--- config.mk ---
export PLATFORM = sky130hd
export DESIGN_NAME = lcd_reader
export DESIGN_NICKNAME = d
export VERILOG_FILES = /design/src/rtl/lcd_reader.sv
export SDC_FILE = /design/constraint.sdc
export NUM_CORES = 1
export LEC_CHECK = 0
export ABC_AREA = 1
export BUFFER_PORTS_ARGS = -buffer_cell sky130_fd_sc_hd__buf_2
export CAP_MARGIN = 30
export CELL_PAD_IN_SITES_DETAIL_PLACEMENT = 1
export CELL_PAD_IN_SITES_GLOBAL_PLACEMENT = 2
export CORE_ASPECT_RATIO = 0.5
export CORE_MARGIN = 8
export CORE_UTILIZATION = 30
export DETAILED_ROUTE_END_ITERATION = 10
export PLACE_DENSITY = 0.78
export SLEW_MARGIN = 25
export SYNTH_ARGS = -nofsm -noshare
export SYNTH_HDL_FRONTEND = slang
export SYNTH_SLANG_ARGS = --single-unit
--- constraint.sdc ---
create_clock -name clock_50 -period 3.8 [get_ports clock_50]
set_input_delay 0.38 -clock clock_50 [delete_from_list [all_inputs] [get_ports clock_50]]
set_output_delay 0.38 -clock clock_50 [all_outputs]
set_load 0.03 [all_outputs]
--- src/rtl/lcd_reader.sv ---
// Timed read master for the HD44780 16x2 LCD bus: one status or data read per request.
// Optional LCD_READER_POLL_EN adds busy-flag polling (i_poll / o_timeout) bounded by POLL_MAX.
module lcd_reader #(
  parameter int T_AS_CYC = 3,
  parameter int T_EH_CYC = 25,
  parameter int T_H_CYC  = 2,
  parameter int T_EL_CYC = 25
`ifdef LCD_READER_POLL_EN
  ,
  parameter int POLL_MAX = 1000
`endif
) (
  input  logic       clock_50,
  input  logic       i_rst,
  input  logic       i_req,
  input  logic       i_rs,
  output logic       o_ready,
  output logic       o_valid,
  output logic [7:0] o_data,
  output logic       o_busy_flag,
  output logic [6:0] o_addr,
  output logic       o_bus_busy,
  output logic       lcd_rs,
  output logic       lcd_rw,
  output logic       lcd_en,
  input  logic [7:0] i_lcd_data
`ifdef LCD_READER_POLL_EN
  ,
  input  logic       i_poll,
  output logic       o_timeout
`endif
);

  localparam int DATA_W = 8;
  localparam int T_MAX01 = (T_AS_CYC > T_EH_CYC) ? T_AS_CYC : T_EH_CYC;
  localparam int T_MAX23 = (T_H_CYC > T_EL_CYC) ? T_H_CYC : T_EL_CYC;
  localparam int T_MAX = (T_MAX01 > T_MAX23) ? T_MAX01 : T_MAX23;
  localparam int CNT_W = $clog2(T_MAX + 1);

  if (T_AS_CYC < 1 || T_EH_CYC < 1 || T_H_CYC < 1 || T_EL_CYC < 1) begin : g_bad_timing
    $error("lcd_reader: every T_*_CYC parameter must be at least 1");
  end

  typedef enum logic [2:0] {IDLE, SETUP, EN_HI, HOLD, EN_LO, DONE} state_t;

  state_t              state_p0, state_nxt;
  logic [CNT_W-1:0]    cnt_p0, cnt_nxt;
  logic                rs_p0, rs_nxt;
  logic                sample_p1;
  logic [DATA_W-1:0]   data_p1;
  logic                last;
  logic                drive_bus;

`ifdef LCD_READER_POLL_EN
  localparam int PC_W = $clog2(POLL_MAX + 1);

  if (POLL_MAX < 1) begin : g_bad_poll
    $error("lcd_reader: POLL_MAX must be at least 1");
  end

  logic                poll_p0, poll_nxt;
  logic [PC_W-1:0]     pcnt_p0, pcnt_nxt;
`endif

  function automatic logic [CNT_W-1:0] load_cnt(input int cycles);
    return CNT_W'(cycles - 1);
  endfunction

  assign last      = (cnt_p0 == '0);
  assign drive_bus = (state_p0 == SETUP) || (state_p0 == EN_HI) || (state_p0 == HOLD);

  // Stage p0: state sequencing and per-state timing
  always_comb begin
    state_nxt = state_p0;
    cnt_nxt   = cnt_p0;
    rs_nxt    = rs_p0;
`ifdef LCD_READER_POLL_EN
    poll_nxt  = poll_p0;
    pcnt_nxt  = pcnt_p0;
`endif
    if ((state_p0 inside {SETUP, EN_HI, HOLD, EN_LO}) && !last)
      cnt_nxt = cnt_p0 - CNT_W'(1);
    case (state_p0)
      IDLE: begin
        if (i_req && o_ready) begin
          state_nxt = SETUP;
          cnt_nxt   = load_cnt(T_AS_CYC);
          rs_nxt    = i_rs;
`ifdef LCD_READER_POLL_EN
          poll_nxt  = i_poll && !i_rs;
          pcnt_nxt  = '0;
`endif
        end
      end
      SETUP: if (last) begin
        state_nxt = EN_HI;
        cnt_nxt   = load_cnt(T_EH_CYC);
      end
      EN_HI: if (last) begin
        state_nxt = HOLD;
        cnt_nxt   = load_cnt(T_H_CYC);
      end
      HOLD: if (last) begin
        state_nxt = EN_LO;
        cnt_nxt   = load_cnt(T_EL_CYC);
      end
      EN_LO: if (last) begin
`ifdef LCD_READER_POLL_EN
        // Controller still busy: go round again unless the read budget is spent.
        if (poll_p0 && data_p1[DATA_W-1] && (pcnt_p0 != PC_W'(POLL_MAX - 1))) begin
          state_nxt = SETUP;
          cnt_nxt   = load_cnt(T_AS_CYC);
          pcnt_nxt  = pcnt_p0 + PC_W'(1);
        end else begin
          state_nxt = DONE;
        end
`else
        state_nxt = DONE;
`endif
      end
      DONE:    state_nxt = IDLE;
      default: state_nxt = IDLE;
    endcase
  end

  // Stage p1: registered pin/handshake decode of the current state, result capture
  always_ff @(posedge clock_50) begin
    if (i_rst) begin
      state_p0    <= IDLE;
      cnt_p0      <= '0;
      o_ready     <= 1'b1;
      o_valid     <= 1'b0;
      o_bus_busy  <= 1'b0;
      lcd_rs      <= 1'b0;
      lcd_rw      <= 1'b0;
      lcd_en      <= 1'b0;
      sample_p1   <= 1'b0;
      o_data      <= '0;
      o_busy_flag <= 1'b0;
      o_addr      <= '0;
`ifdef LCD_READER_POLL_EN
      poll_p0     <= 1'b0;
      pcnt_p0     <= '0;
      o_timeout   <= 1'b0;
`endif
    end else begin
      state_p0   <= state_nxt;
      cnt_p0     <= cnt_nxt;
      o_ready    <= (state_p0 == IDLE);
      o_valid    <= (state_p0 == DONE);
      o_bus_busy <= (state_p0 != IDLE) && (state_p0 != DONE);
      lcd_rw     <= drive_bus;
      lcd_rs     <= drive_bus && rs_p0;
      lcd_en     <= (state_p0 == EN_HI);
      sample_p1  <= (state_p0 == EN_HI) && last;
`ifdef LCD_READER_POLL_EN
      poll_p0    <= poll_nxt;
      pcnt_p0    <= pcnt_nxt;
`endif
      if (state_p0 == DONE) begin
        o_data <= data_p1;
        if (!rs_p0) begin
          o_busy_flag <= data_p1[DATA_W-1];
          o_addr      <= data_p1[DATA_W-2:0];
        end
`ifdef LCD_READER_POLL_EN
        o_timeout <= poll_p0 && data_p1[DATA_W-1];
`endif
      end
    end
  end

  // Stage p1 data: bus byte is taken at the edge that ends the last EN-high cycle
  always_ff @(posedge clock_50) begin
    rs_p0 <= rs_nxt;
    if (sample_p1)
      data_p1 <= i_lcd_data;
  end

endmodule

# == Yosys cells after proc, flatten, opt, wreduce, memory -nomap -nowiden ==
# Cells that the tools add are included.
# totals
register_bits,40
in_bits,12
output_inout_bits,22
elab_cells,54
# classes
n_addsub,1
n_eq_ne,11
n_mux,11
n_bitwise,1
reduce_logical,16
# op_table
operator,n
$mux 5,4
$mux 3,5
$pmux 3 s5,1
$pmux 5 s3,1
$ne 2x2->1 const B,5
$eq 3x2->1 const B,2
$eq 3x3->1 const B,2
$logic_and 1x1->1,5
$logic_not 5->1,1
$reduce_and 5->1,1
$sub 5x1->5 const B,1
$reduce_and 2->1,2
$reduce_bool 4->1,1
$eq 3x1->1 const B,1
$logic_not 3->1,1
$ne 3x3->1 const B,1
$reduce_bool 3->1,1
$logic_or 1x1->1,2
$reduce_or 2->1,1
$logic_not 1->1,1
$not 1->1,1

# == Logic depth before layout (Yosys ltp) ==
# Gate-level depths: netlist of run 1.
# depth
word_depth,6
ltp_mapped,9
mapped_depth_nobuf,8

# == Least setup slack after synthesis of run 1 ==
# No wires, ideal clock.
# synth_timing
path_type,register to register
from,reg cnt_p0[0]
to,reg cnt_p0[0]
setup_ns,0.128
arrival_time_ns,1.214
required_ns,3.672
path_slack_ns,2.458
stages_incl_launch_ff,8
n_path_buf,0
period_less_slack_ns,1.342
path_cell_list,dfxtp_1 inv_1 ha_1 nand4_1 nor2_1 nor2_1 nand3_1 o21ai_1
# synth_between
elab_chain_cells,6
word_cells_on_any_way,9
cone_classes,add/sub (1); mux (5); reduce/logical (3)
# synth_lines
element,line,text
from (decl),47,"logic [CNT_W-1:0] cnt_p0, cnt_nxt;"
from (signal assigned),148,cnt_p0 <= cnt_nxt;
branches (longest 5 deep; another with $sub 5x1->5),n/a,
$pmux 5 s3 (*),83,case (state_p0)
# Every way passes the cells marked *.
# A chain may end at the register's enable or synchronous reset.

# == Final worst setup path of run 1 ==
# layout_timing
from,reg state_p0[0]
to,reg o_addr[5]
# layout_between
elab_chain_cells,2
# layout_lines
element,line,text
from (decl),46,"state_t state_p0, state_nxt;"
from (signal assigned),147,state_p0 <= state_nxt;
$eq 3x3->1,160,if (state_p0 == DONE) begin
$reduce_and 2->1 (no source line),n/a,
to (signal assigned),164,o_addr <= data_p1[DATA_W-2:0];
to (decl),21,"output logic [6:0] o_addr,"
# Every way passes these cells.

==> impl_metrics.yaml, run 1 <==
outcome:
  status: "finished, final reports clean"
drt:
  firstDrtPassIters: 4
  drt-total-wl_um: 4020
  post_drt_wl_per_cell_um: 13.8
  num_vias: 1302
  drt-initial-drc-count: 60
  drc: 0
  via_per_inst: 4.49
  postRouteAntennaNets: 0
synth:
  yosysSeqAreaShare: 0.559
  synth_commonest_cells: "nand2_1 (41), dfxtp_1 (31), nor2_1 (30)"
  async_flop_share: 0
  synth-edff-count: 9
  synth_cell_types: 26
  synth_top_cell_by_area: "dfxtp_1"
  yosysMostFrequentCell: "nand2_1"
  netlist_area_sq_mm: 0.00159
  ys_ff_latch: 40
  yosys_most_used_dff: "dfxtp_1"
  avgSynthCellArea_sq_um: 8.61
  ys_top_cells_by_area: "dfxtp_1 (39%), edfxtp_1 (17%), nand2_1 (9.7%), nor2_1 (7.1%), a21oi_1 (4.1%)"
  syn_inst: 185
  syn-num-nets: 198
  yosysWarningCount: 0
  synth_top_area_share: 0.390
placed_design:
  dp_hpwl_um: 3050
  io_buffers: 33
  gp_congestion: 0.778
clock_network:
  cts_setup_buffers: 0
  cts-htree-levels: 2
  cts_resized: 0
  clkSinkCount: 40
  clockBufferDepth: 2
  cts_root_buf: "clkbuf_8"
  path_clk_slew_ns: 0.08
  worst_skew_pair.late_latency_ns: 0.29
  cts_tree: "built"
  numCtsBuffers: 5
  hold_buffers: 0
grt:
  antenna_found_initial: 0
  grt_use_total: 0.108
  grt_max_degree: 21
  grt_pass1_vias: 1372
  grt_pass1_wl_um: 6880
  overflow: 0
power_and_ir_drop:
  powerDensity_mw_per_mm2: 718
  clkPwrFrac: 0.218
  p_leak_nw: 0.842
  p_sw_frac: 0.399
  seq_power_share: 0.434
  switchingPower_mw: 0.543
  ir_drop_v: 0.000186
  comb_power_share: 0.348
  intPower_mw: 0.817
die:
  dieHeight_um: 67.5
  ioPinCount: 34
  die_area_sq_mm: 0.00804
  die_w_um: 119
  initial_utilization: 0.317
  rows: 18
  core-area_sq_mm: 0.00502
worst_setup_path:
  crit_path_start_kind: "register"
  end_kind: "register"
  max_stage_delay_ns: 0.55
  crit_buf_inv: 2
  crit_required_ns: 3.99
  cp_max_fo: 11
  critPathArrivalTime_ns: 1.99
  crit_top_cell: "nor2_1"
  crit_type: "reg2reg"
  critPathSlowestCell: "dfxtp_1"
  crit_chain: "inv_2 -> nor2_1 -> nand2_1 -> nor2_4 -> inv_1 -> nor2_1 -> nor2_1"
  ff2ff_setup_slack_ns: 1.99
  critPathTopFamily: "simple AND/OR/NAND/NOR gates"
finish:
  ff_latch_area_sq_um: 891
  drive_above_1_share: 0.264
  nNetsFinal: 232
  multi_input_area_sq_um: 581
  fill_cells: 623
  fin_util: 0.377
  area_growth_syn_to_layout_pct: 18.9
  diodes: 0
timing:
  relSlewSlack: 0.684
  maxSlewViolCount: 0
  hold_viol: 0
  post-route-period-util: 0.476
  finalSetupViolations: 0
  fin_tns_setup_ns: 0
  fmax_mhz: 553
  rsz0062_at_grt: "no"
  period_needed_ns: 1.81
  tightest_slew_ns: 0.472
  finalClockSkew_ns: 0.00243
flow_run:
  drv_cap: 0
hold_path:
  min_path_type: "in2reg"
==> state kept, by name (all words and copies together) (netlist names) <==
name and flops:
cnt_p0 5, data_p1 8, lcd_en 1, lcd_rs 1, lcd_rw 1, o_addr 7, o_bus_busy 1, o_busy_flag 1
o_data 8, o_ready 1, o_valid 1, rs_p0 1, sample_p1 1, state_p0 3
==> worst register-to-register path, delay by kind of cell, from the launching register on <==
family | cells | cell delay, ns
buffers and inverters | 2 | 0.28
flip-flops | 1 | 0.55
AND/OR/NAND/NOR | 5 | 0.88
==> power by group through the flow <==
stage / sequential [mW] / clock (mW) / combinational [mW]
5_1_grt: 0.602 / 0.328 / 0.536
2_1_floorplan: 0.592 / 0 / 0.378
4_1_cts: 0.592 / 0.306 / 0.482
6_report: 0.590 / 0.297 / 0.473
3_3_place_gp: 0.599 / 0 / 0.475
3_5_place_dp: 0.602 / 0 / 0.478
==> final cells by class <==
type,count,area share
clock buffer,7,0.0456
clock inverter,1,0.00397
inverter,19,0.0397
multi-input combinational,120,0.307
sequential,40,0.471
tap,70,0.0463
timing repair buffer,33,0.0872
==> logic make-up (layout without fill, tap and decap cells) <==
group | Yosys count | in the layout | share of synthesized area
adder cells (fa/ha/maj) | 1 | 1 | 0.00785
flip-flops | 40 | 40 | 0.559
buffers and inverters | 25 | 60 | 0.0762
AND/OR/NAND/NOR | 91 | 91 | 0.257
AO/OA/AOI/OAI | 28 | 28 | 0.0998
==> cell usage in the layout, fill, tap and decap left out, types with 6 or more instances in the layout <==
master / synthesis / final
nor2_1: 30 / 30
buf_2: 1 / 33
dfxtp_1: 31 / 31
o21ai_0: 9 / 9
nand2_1: 41 / 41
nand3_1: 8 / 8
a21oi_1: 13 / 13
edfxtp_1: 9 / 9
clkbuf_8: 0 / 6
inv_1: 14 / 14
==> per-stage QoR <==
| step | instance area (sq um) | instances | power [mW] | worst slack [ns] | hold slack (ns) |
|---|---|---|---|---|---|
| 2_1_floorplan | 1590 | 185 | 0.970 | 2.46 | 0.447 |
| 6_report | 1890 | 290 | 1.36 | 1.99 | 0.260 |
| 5_1_grt | 1890 | 290 | 1.47 | 1.76 | 0.240 |
| 4_1_cts | 1890 | 290 | 1.38 | 1.95 | 0.252 |
| 3_3_place_gp | 1800 | 282 | 1.07 | 2.10 | 0.455 |
| 3_5_place_dp | 1800 | 282 | 1.08 | 1.96 | 0.459 |
==> per-layer routing <==
metal	share of wire	global-route usage	wire, um
met1	0.45	0.121	1820
met2	0.49	0.188	1960
met3	0.045	0.0366	181
met4	0.014	0.0468	57
met5	0	0	0
==> worst paths after layout <==
| kind | endpoint | cells after the start | from |
|---|---|---|---|
| hold reg to reg | o_data[4] | 2 | o_data[4] |
| setup reg to reg | o_addr[5] | 7 | state_p0[0] |
| setup / recovery | o_addr[5] | 7 | state_p0[0] |
| hold / removal | data_p1[6] | 1 | i_lcd_data[6] |
No activity file was read; power rests on OpenSTA's default activity.
==> run 2, diff against run 1 <==
Settings changed: ABC_AREA 1 to 0, PLACE_DENSITY 0.78 to 0.77.
Clock period 3.8 ns to 1.85 ns, I/O delays scaled along.
==> run 2 against run 1 <==
  * Largest power group unchanged
  * Utilization increased by 0.51 points
  * Via count up 7.4%
  * Flip-flop and latch count unchanged
  * Critical path depth is the same
  * Clock-buffer cell count down 2
  * Critical endpoint is now cnt_p0[1]
  * Hold slack worse by 0.19 ns
  * Register-to-register slack got worse by 1.9 ns
  * Cell count up 0.34%
  * Die area up 1.3%
  * Largest cell class unchanged
==> impl_metrics.yaml, run 2 <==
timing:
  holdWs_ns: 0.0679
  tightest_slew_ns: 0.553
  fmax_mhz: 565
  rsz0062_at_grt: "no"
  maxSlewViolCount: 0
  fin_ws_ns: 0.0791
  period_needed_ns: 1.77
  finalClockSkew_ns: 0.00303
  hold_viol: 0
  post-route-period-util: 0.957
  finalSetupViolations: 0
  relSlewSlack: 0.631
worst_setup_path:
  critPathSlowestCell: "or4b_4"
  crit_required_ns: 2.04
  reg2regPathDepth: 7
  crit_type: "reg2reg"
  ff2ff_setup_slack_ns: 0.08
  critPathTopFamily: "simple AND/OR/NAND/NOR gates"
  cp_max_fo: 5
  regToRegEndpoint: "cnt_p0[1]"
  critPathArrivalTime_ns: 1.96
  end_kind: "register"
  rr_startpoint: "cnt_p0[0]"
  crit_buf_inv: 2
  crit_path_start_kind: "register"
  max_stage_delay_ns: 0.46
  crit_chain: "inv_1 -> ha_4 -> or4b_4 -> buf_4 -> nand4_1 -> o31ai_1 -> a211oi_1"
outcome:
  status: "finished, final reports clean"
flow_run:
  drv_cap: 0
grt:
  antenna_found_initial: 0
  overflow: 0
  grt_max_degree: 30
  grt_pass1_vias: 1468
  grt_use_total: 0.111
  grt_pass1_wl_um: 7310
drt:
  met1_length_um: 1980
  wl_met2_um: 2230
  via_per_inst: 4.80
  post_drt_wl_per_cell_um: 15.1
  firstDrtPassIters: 4
  drt-total-wl_um: 4380
  drt-initial-drc-count: 82
  met3WireLength_um: 143
  postRouteAntennaNets: 0
  num_vias: 1398
  drc: 0
  routed.top_layer: "met4"
hold_path:
  hold_depth: 1
  worstHoldStart: "i_lcd_data[3]"
  hold_end: "data_p1[3]"
  min_path_type: "in2reg"
clock_network:
  cts-htree-levels: 2
  path_clk_slew_ns: 0.08
  hold_buffers: 0
  worst_skew_pair.late_latency_ns: 0.29
  clkSinkCount: 40
  numCtsBuffers: 5
  cts_setup_buffers: 0
  cts_tree: "built"
  cts_root_buf: "clkbuf_8"
  clockBufferDepth: 2
synth:
  netlist_area_sq_mm: 0.00162
  synthXorXnorAreaFrac: 0.00541
  synth_commonest_cells: "dfxtp_1 (31), nand2_1 (31), a21oi_1 (19)"
  synth-edff-count: 9
  synth_cell_types: 36
  synth-compound-area-share: 0.162
  synth_top_cell_by_area: "dfxtp_1"
  synth-simple-area-share: 0.227
  synth_top_area_share: 0.383
  syn-num-nets: 191
  yosys_most_used_dff: "dfxtp_1"
  ys_ff_latch: 40
  synth_top_family_by_area: "simple AND/OR/NAND/NOR gates"
  synth_adder_area_share: 0.00773
  ys_top_cells_by_area: "dfxtp_1 (38%), edfxtp_1 (17%), nand2_1 (7.2%), a21oi_1 (5.9%), o21ai_0 (4.0%)"
  async_flop_share: 0
  syn_inst: 178
  synth.mux.area_fraction: 0.0124
  yosysWarningCount: 0
  avgSynthCellArea_sq_um: 9.10
  yosysSeqAreaShare: 0.550
placed_design:
  io_buffers: 33
  gp_congestion: 0.774
  dp_hpwl_um: 3160
  placed_cells: 283
  dpl_worst_slack_ns: -0.0823
finish:
  fin_util: 0.382
  diodes: 0
  top_regs: "data_p1: 8 flops, o_data: 8 flops, o_addr: 7 flops"
  drive_above_1_share: 0.257
  layout_commonest_cell: "buf_2"
  nNetsFinal: 230
  layout.cells.non_filler: 291
  area_growth_syn_to_layout_pct: 26.2
  final_cell_mix: "buf_2 (33), nand2_1 (31), dfxtp_1 (31), a21oi_1 (19), o21ai_0 (13)"
power_and_ir_drop:
  p_sw_frac: 0.352
  intPower_mw: 1.81
  seq_power_share: 0.411
  ir_drop_v: 0.000535
  p_leak_nw: 0.799
  clkPwrFrac: 0.264
  comb_power_share: 0.324
  switchingPower_mw: 0.979
  powerDensity_mw_per_mm2: 1360
die:
  rows: 19
  die_w_um: 120
  die_area_sq_mm: 0.00815
  ioPinCount: 34
  dieHeight_um: 67.9
  core-area_sq_mm: 0.00535
  initial_utilization: 0.303
[run 2: changes by cell type in the layout (fill, tap and decap cells not counted), moves of 4 or more]
cell and change:
a21oi_1 +6, a31oi_1 +4, buf_4 +11, inv_1 -13, nand2_1 -10, nand3_1 -6, nor2_1 -19, nor3_1 +7
o21ai_0 +4
[run 2: worst max-delay path by stage]
stage                         start           to  slack (ns)  cells past startpoint
after floorplan           cnt_p0[0]  state_p0[0]        0.06                      5
after global placement    cnt_p0[1]    cnt_p0[3]        0.10                      7
after detailed placement  cnt_p0[1]    cnt_p0[3]       -0.08                      7
after CTS                 cnt_p0[1]  state_p0[0]        0.02                      5
after global routing      cnt_p0[0]  state_p0[0]       0.006                      5
final                     cnt_p0[0]    cnt_p0[1]        0.08                      7
[run 2: cell type report]
type | count | area [sq um]
Inverter | 2 | 7.51
Clock inverter | 3 | 46.3
Sequential cell | 40 | 891
Clock buffer | 5 | 68.8
Fill cell | 638 | 3310
Timing Repair Buffer | 44 | 248
Multi-Input combinational cell | 124 | 691
Tap cell | 73 | 91.3
[run 2: power groups by stage]
stage                     Clock, mW  Sequential (mW)  Combinational [mW]
after floorplan                   0             1.18               0.538
after global placement            0             1.16               0.853
after detailed placement          0             1.16               0.873
after CTS                     0.750             1.14               0.883
after global routing          0.792             1.17               0.981
final                         0.737             1.15               0.903
[run 2: cells by family (layout without fill, tap and decap cells)]
group | after synthesis | after routing
simple gates | 74 | 74
compound gates | 46 | 46
flops | 40 | 40
buf+inv | 14 | 54
mux | 2 | 2
fa+ha+maj | 1 | 1
xor+xnor | 1 | 1
[run 2: per-stage QoR]
stage	TNS [ns]	total power, mW	instance area, sq um
floorplan	0	1.72	1620
global placement	0	2.01	1910
detailed placement	-0.183	2.04	1910
CTS	0	2.78	2030
global route	0	2.94	2040
finish	0	2.79	2040
[run 2: timing repair]
action / CTS / global route
pin swaps: 0 / 0
resized for setup: 1 / 3
setup endpoints to repair: 5 / 4
[run 2: layer usage]
layer / vias up / track usage
met4: 0 / 0.0262
met3: 2 / 0.0321
met1: 676 / 0.128
li1: 706 / -
met2: 14 / 0.202
met5: - / 0
==> run 3, diff against run 2 <==
Settings changed: PLACE_DENSITY 0.77 to 0.78.
Clock period 1.85 ns to 1.7 ns, I/O delays scaled along.
==> run 3 against run 2 <==
  * Design area increased by 2.2%
  * Sequential power increased by 7%
  * Non-clock buffer count increased by 9
  * Register-to-register slack got worse by 0.06 ns
  * Critical path type unchanged
  * Critical endpoint is now state_p0[0]
  * Highest routed layer unchanged
==> impl_metrics.yaml, run 3 (same netlist as run 2, synthesis figures left out) <==
placed_design:
  dp_hpwl_um: 3280
  gp_congestion: 0.803
  dpl_cell_area_sq_mm: 0.00198
  io_buffers: 33
  dpl_worst_slack_ns: -0.0118
  placed_cells: 290
worst_setup_path:
  max_stage_delay_ns: 0.48
  crit_chain: "inv_2 -> ha_4 -> or4b_4 -> or4b_1 -> a31oi_1"
  crit_type: "reg2reg"
  crit_path_start_kind: "register"
  crit_required_ns: 1.93
  critPathArrivalTime_ns: 1.91
  crit_buf_inv: 1
  critPathTopFamily: "simple AND/OR/NAND/NOR gates"
  cp_max_fo: 4
  critPathSlowestCell: "or4b_4"
  end_kind: "register"
die:
  rows: 19
  initial_utilization: 0.303
  die_area_sq_mm: 0.00815
  core-area_sq_mm: 0.00535
  ioPinCount: 34
  dieHeight_um: 67.9
  die_w_um: 120
clock_network:
  cts_tree: "built"
  cts_root_buf: "clkbuf_8"
  numCtsBuffers: 5
  clockBufferDepth: 2
  worst_skew_pair.late_latency_ns: 0.29
  cts-htree-levels: 2
  clkSinkCount: 40
  path_clk_slew_ns: 0.08
outcome:
  status: "finished, final reports clean"
finish:
  top_regs: "data_p1: 8 flops, o_data: 8 flops, o_addr: 7 flops"
  layout_commonest_cell: "buf_2"
  ff_latch_area_sq_um: 892
  drive_above_1_share: 0.291
  layout.cells.non_filler: 300
  final_cell_mix: "buf_2 (33), nand2_1 (31), dfxtp_1 (30), buf_4 (20), a21oi_1 (19)"
  diodes: 0
  area_growth_syn_to_layout_pct: 29.0
  nNetsFinal: 239
  fill_cells: 644
  multi_input_area_sq_um: 684
  finalInstanceArea_sq_mm: 0.00209
drt:
  drt-initial-drc-count: 75
  drc: 0
  num_vias: 1452
  drt-total-wl_um: 4510
  firstDrtPassIters: 4
  post_drt_wl_per_cell_um: 15.0
  postRouteAntennaNets: 0
  via_per_inst: 4.84
hold_path:
  min_path_type: "in2reg"
power_and_ir_drop:
  powerDensity_mw_per_mm2: 1430
  p_leak_nw: 0.828
  ir_drop_v: 0.000364
  p_total_mw: 2.99
flow_run:
  drv_cap: 0
timing:
  hold_viol: 0
  rsz0062_at_grt: "yes"
  tightest_slew_ns: 0.384
  fin_ws_ns: 0.0152
  holdWs_ns: 0.0463
  relSlewSlack: 0.740
  fmax_mhz: 594
  period_needed_ns: 1.68
  finalSetupViolations: 0
  finalClockSkew_ns: 0.00606
  maxSlewViolCount: 0
  post-route-period-util: 0.991
grt:
  antenna_found_initial: 0
  grt_pass1_vias: 1519
  grt_pass1_wl_um: 7560
  overflow: 0
  grt_max_degree: 20
  grt_use_total: 0.116
## run 3: cell count changes in the layout (fill, tap and decap cells not counted)
cell and delta:
inv_1 -1, buf_4 +9, nor4b_2 -1, clkbuf_8 +1
clkinvlp_4 +1, nor4b_1 +1, inv_2 +1, dfxtp_2 +1
inv_6 -1, bufinv_16 -1, dfxtp_1 -1
## run 3: per-stage QoR
stage          TNS [ns]  utilization
4_1_cts               0        0.388
2_1_floorplan         0            -
3_5_place_dp    -0.0118        0.369
3_3_place_gp          0        0.369
6_report              0        0.390
5_1_grt          -0.131        0.390
## run 3: path summary, 6_finish.rpt
path / slack, ns / start / endpoint / cells past startpoint
min: 0.05 / i_lcd_data[6] / data_p1[6] / 1
max reg2reg: 0.02 / cnt_p0[1] / state_p0[0] / 5
max: 0.02 / cnt_p0[1] / state_p0[0] / 5
min reg2reg: 0.46 / o_data[1] / o_data[1] / 2
## run 3: report_power, final
part	internal [mW]	switching [mW]	total, mW
Combinational	0.477	0.610	1.09
Clock	0.329	0.344	0.672
Sequential	1.10	0.123	1.23
Total	1.91	1.08	2.99
## run 3: area by class of cell
class	count	share of cell area
Clock buffer	6	0.0395
Inverter	2	0.00359
Multi-Input combinational cell	124	0.328
Tap cell	73	0.0437
Timing Repair Buffer	53	0.151
Clock inverter	2	0.00719
Sequential cell	40	0.427
## run 3: metal layers
metal	track usage	vias up	routed length, um
li1	-	726	-
met1	0.134	703	2130
met2	0.206	18	2160
met3	0.0296	5	157
met4	0.0539	0	57
met5	0	-	0
## run 3: repair_timing
action	in CTS	in global routing
hold buffers	0	0
setup buffers	0	2
resized for setup	1	0
pin swaps	0	1
endpoints found under the setup margin	2	3
